--- config.mk ---
export PLATFORM = sky130hd
export DESIGN_NAME = viterbi_backtrace_ctrl
export DESIGN_NICKNAME = d
export VERILOG_FILES = /design/src/rtl/viterbi_backtrace_ctrl.sv
export SDC_FILE = /design/constraint.sdc
export NUM_CORES = 1
export LEC_CHECK = 0
export BUFFER_PORTS_ARGS = -buffer_cell sky130_fd_sc_hd__buf_4
export CAP_MARGIN = 10
export CORE_ASPECT_RATIO = 0.75
export CORE_MARGIN = 3
export CORE_UTILIZATION = 45
export CTS_CLUSTER_SIZE = 8
export DETAILED_ROUTE_END_ITERATION = 16
export PLACE_DENSITY_LB_ADDON = 0.2
export SKIP_LAST_GASP = 1
export SLEW_MARGIN = 25
export SYNTH_ARGS = -nofsm -noshare
export SYNTH_HDL_FRONTEND = slang
export SYNTH_SLANG_ARGS = --single-unit
--- constraint.sdc ---
create_clock -name CLK -period 1.7 [get_ports CLK]
set_input_delay 0.17 -clock CLK [delete_from_list [all_inputs] [get_ports CLK]]
set_output_delay 0.17 -clock CLK [all_outputs]
set_load 0.1 [all_outputs]
--- src/rtl/viterbi_backtrace_ctrl.sv ---
// Viterbi backtrace sequencer: walks backpointers onto the POS stack, then pops in order.
// Optional 16-bit busy-cycle counter output enabled by BT_CYCLE_COUNT_EN.
module viterbi_backtrace_ctrl #(
    parameter int word_num     = 16,
    parameter int word_num_bit = 4,
    parameter int POS_num_bit  = 4
) (
    input  logic                    CLK,
    input  logic                    reset,
    input  logic                    start,
    input  logic [word_num_bit:0]   word_count,
    input  logic [POS_num_bit-1:0]  best_pos,
    output logic                    bp_rd,
    output logic [word_num_bit-1:0] bp_word,
    output logic [POS_num_bit-1:0]  bp_pos,
    input  logic [POS_num_bit-1:0]  bp_rdata,
    output logic                    RW_Stack_POS,
    output logic                    stack_en,
    output logic [POS_num_bit-1:0]  POS_Stack,
    input  logic [POS_num_bit-1:0]  final_POS,
    input  logic                    stack_empty,
    output logic                    busy,
    output logic                    out_valid,
    output logic [POS_num_bit-1:0]  out_pos,
    output logic [word_num_bit-1:0] out_idx,
    output logic                    done,
`ifdef BT_CYCLE_COUNT_EN
    output logic [15:0]             cycle_count,
`endif
    output logic                    err
);

    typedef enum logic [2:0] {
        S_IDLE, S_LOAD, S_RD, S_WT, S_TURN, S_POP, S_DONE
    } state_t;

    localparam logic [word_num_bit:0]   NMAX  = (word_num_bit+1)'(word_num);
    localparam logic [word_num_bit-1:0] ONE_I = 1;
    localparam logic [word_num_bit:0]   ONE_K = 1;

    state_t                  state_q, state_d;
    logic [word_num_bit:0]   n_q, n_d;
    logic [word_num_bit:0]   k_q, k_d;
    logic [word_num_bit-1:0] idx_q, idx_d;
    logic [POS_num_bit-1:0]  cur_q, cur_d;
    logic                    err_q, err_d;

    always_ff @(posedge CLK or negedge reset) begin
        if (!reset) begin
            state_q <= S_IDLE;
            n_q     <= '0;
            k_q     <= '0;
            idx_q   <= '0;
            cur_q   <= '0;
            err_q   <= 1'b0;
        end else begin
            state_q <= state_d;
            n_q     <= n_d;
            k_q     <= k_d;
            idx_q   <= idx_d;
            cur_q   <= cur_d;
            err_q   <= err_d;
        end
    end

    always_comb begin
        state_d      = state_q;
        n_d          = n_q;
        k_d          = k_q;
        idx_d        = idx_q;
        cur_d        = cur_q;
        err_d        = err_q;
        bp_rd        = 1'b0;
        bp_word      = '0;
        bp_pos       = '0;
        RW_Stack_POS = 1'b1;
        stack_en     = 1'b0;
        POS_Stack    = '0;
        out_valid    = 1'b0;
        out_pos      = '0;
        out_idx      = '0;
        done         = 1'b0;
        unique case (state_q)
            S_IDLE: begin
                if (start) begin
                    err_d = (word_count > NMAX);
                    if (word_count == '0 || word_count > NMAX)
                        state_d = S_DONE;
                    else
                        state_d = S_LOAD;
                end
            end
            S_LOAD: begin
                n_d     = word_count;
                cur_d   = best_pos;
                idx_d   = word_count[word_num_bit-1:0] - ONE_I;
                state_d = S_RD;
            end
            S_RD: begin
                stack_en  = 1'b1;
                POS_Stack = cur_q;
                if (idx_q != '0) begin
                    bp_rd   = 1'b1;
                    bp_word = idx_q;
                    bp_pos  = cur_q;
                    state_d = S_WT;
                end else begin
                    state_d = S_TURN;
                end
            end
            S_WT: begin
                cur_d   = bp_rdata;
                idx_d   = idx_q - ONE_I;
                state_d = S_RD;
            end
            S_TURN: begin
                RW_Stack_POS = 1'b0;
                k_d          = '0;
                state_d      = S_POP;
            end
            S_POP: begin
                RW_Stack_POS = 1'b0;
                // an underflowing stack aborts without popping
                if (stack_empty) begin
                    err_d   = 1'b1;
                    state_d = S_DONE;
                end else begin
                    stack_en  = 1'b1;
                    out_valid = 1'b1;
                    out_pos   = final_POS;
                    out_idx   = k_q[word_num_bit-1:0];
                    k_d       = k_q + ONE_K;
                    if (k_q == n_q - ONE_K)
                        state_d = S_DONE;
                end
            end
            S_DONE: begin
                done    = 1'b1;
                state_d = S_IDLE;
            end
            default: state_d = S_IDLE;
        endcase
    end

    assign busy = (state_q != S_IDLE);
    assign err  = err_q;

`ifdef BT_CYCLE_COUNT_EN
    logic [15:0] cnt_q;

    always_ff @(posedge CLK or negedge reset) begin
        if (!reset) begin
            cnt_q <= '0;
        end else if (state_q == S_IDLE) begin
            if (start)
                cnt_q <= '0;
        end else if (cnt_q != 16'hFFFF) begin
            cnt_q <= cnt_q + 16'd1;
        end
    end

    assign cycle_count = cnt_q;
`endif

endmodule

==> results by group <==
Floorplan
  – Num rows: 17
  – Die Y-Extent: 55.0 um
  – Die area: between 0.003 and 0.004 sq mm
  – Die width: 71.3 um
  – IO Count: 48
  – Initial Util: 47.9%
  – CORE AREA: approximately 0.0030 sq mm

Yosys
  – Yosys top cell by area: dfrtp_1
  – Mapped Area: between 0.001 and 0.0015 sq mm
  – Synth top cells by count: dfrtp_1 (22), and2_1 (20), nor2_1 (15)
  – Sequential fraction of the synthesis area: 38.3%
  – Synth cell types: 38
  – Async S/R FF share, synth: between 90% and 100%
  – Syn Nets: between 150 and 200
  – Synthesized area per cell: a little over 9 sq um
  – Area contributors post-synth: dfrtp_1 (38%), and2_1 (8.7%), mux2i_1 (5.6%)
  – Post-synth EDFFs: 0
  – Yosys reg bits: 22
  – Post-Synthesis Cells: 156
  – Ys flop type: dfrtp_1
  – Count leader, synth: dfrtp_1
  – Top-area cell type share of the netlist area: around two fifths
  – Synth warn: 0

Setup path
  – CP Class: flip-flop to primary output
  – Req. time, crit path: 1.53 ns
  – Worst Path Arrival: 1.59 ns
  – Worst reg-to-reg path cell count: 8
  – Worst Setup EP: busy
  – R2r endpoint: idx_q[2]
  – CP Launch Point: state_q[2]
  – Setup crit start kind: flip-flop
  – Crit path max fanout: 7
  – Worst R2R Start: state_q[0]
  – CP Capture Type: primary output
  – Reg2reg setup slack: -0.01 ns

Placement
  – DP Area: roughly 0.0019 sq mm
  – Port bufs: 47
  – DP Worst Slack: -0.0657 ns
  – GP Congestion: 0.829
  – Post-DP HPWL: 2.83 mm

Clock network
  – CTS H-tree lvls: 1
  – Num Clock Sinks: 22
  – Clk slew on worst S/H paths: 0.08 ns
  – Cell chosen for the clock root: clkbuf_8
  – CTS tree: built
  – CTS max path bufs: 2
  – Clk_lat worst skew: roughly 0.26 ns
  – CTS Buf Count: 3

Global route
  – GR Util All Layers: 20.5%
  – First-pass GRT wire length: 6.15 mm
  – Initial antenna violation count: 0
  – Vias in the first global route: approximately 1,300
  – Largest net degree at the start of global routing: 23
  – Overflow left after global routing: 0

Final layout
  – Nets@finish: around 250
  – Final Cell Area: about 0.0023 sq mm
  – Share of layout cells above drive strength 1: 51.1%
  – Diode count: 0
  – Layout area overhead: 59.4%

STA
  – Fmax: between 500 and 600 MHz
  – RSZ-0062 raised after global routing: yes
  – Clock skew: 0.00285 ns
  – Worst-margin pin slew: a little under 0.3 ns
  – Final setup viols: 7
  – Hold Vio Cnt, Final: 0
  – Post-route minimum period: roughly 1.8 ns
  – Slew Viols, Final: 0
  – Relative slew slack: between 80% and 90%
  – Worst Slack Setup Final: -0.0631 ns
  – Period Utilization, post-route: 104%
  – Final Hold Slack: roughly 0.13 ns

Routing
  – Final wirelength: 4.08 mm
  – Drt initial violations: between 70 and 80
  – DRT Pass-1 Iters: 4
  – Vias per cell: around 5.4
  – Number of remaining DRC errors: 0
  – Via count: ~1,400
  – Routed Antenna Nets: 0
  – Wire length per cell: about 15 um

Status
  – Status: complete, but fails checks
  – Failing checks: setup timing

Hold path
  – Type of the most critical hold path: primary input to flip-flop

Run
  – Max capacitance violation total: 0
==> cells in the final DEF (no fill, tap or decap), types with 6 or more instances in the layout <==
cell / n
buf_6: 17
xor2_1: 6
o21ai_0: 10
and2_4: 12
dfrtp_1: 20
a21oi_1: 6
nand2_1: 12
buf_4: 48
inv_1: 6
nor2_1: 13
mux2i_1: 7
and2_2: 8
==> worst min-delay path by stage <==
stage,cells after the start,startpoint,to
CTS,3,word_count[1],n_q[1]
global placement,1,reset,k_q[2]
detailed placement,1,reset,k_q[2]
floorplan,0,reset,cur_q[0]
finish,3,word_count[1],n_q[1]
global route,3,word_count[1],n_q[1]
==> timing repair <==
action,CTS,global route
pin swaps,1,6
setup buffers,6,9
gates resized for setup,28,17
endpoints found under the hold margin,22,0
endpoints found under the setup margin,25,26
hold buffers,1,0
gates cloned,0,1
==> stage by stage <==
step | cells | utilization (%) | setup TNS [ns]
2_1_floorplan | 156 | - | -2.48
3_3_place_gp | 244 | 64.5 | 0
3_5_place_dp | 244 | 64.5 | -0.0657
4_1_cts | 255 | 71.7 | -0.597
5_1_grt | 265 | 76.4 | -0.733
6_report | 265 | 76.4 | -0.258
==> flip-flops by register name, indices dropped and copies added, names as in the netlist <==
name	cells
n_q	5
k_q	5
state_q	3
cur_q	4
err	1
idx_q	4
==> critical path: stages, from the launching register on <==
cell and delay (ns):
dfrtp_2 0.46, buf_4 0.15, buf_4 0.12, or3_4 0.41
buf_8 0.19
==> cell type report <==
cell class                 count  area (sq um)
clock buffer                   4          55.1
fill                         193           707
inverter                       6          22.5
multi-input combinational    122           927
sequential                    22           553
tap                           38          47.5
timing repair buffer          73           687
==> logic make-up after synthesis <==
kind of cell    count (synthesis)  synth area share, %
simple gates                   67                 26.3
xor+xnor                       10                 6.09
flops                          22                 38.3
compound gates                 28                 12.5
mux                            12                 8.70
fa+ha+maj                       4                 3.48
buf+inv                        13                 4.61
==> layer usage <==
| layer | routed length [um] | share of wire [%] | up-vias | global-route usage, % |
|---|---|---|---|---|
| li1 | - | - | 680 | - |
| met1 | 1840 | 45 | 689 | 27.1 |
| met2 | 1930 | 47 | 44 | 34.0 |
| met3 | 246 | 6.0 | 10 | 5.42 |
| met4 | 73 | 1.8 | 0 | 4.69 |
| met5 | 0 | 0 | - | 0 |
Power is not shown: default switching activity piles up to over one toggle a cycle in this logic, so the estimate is an artifact.
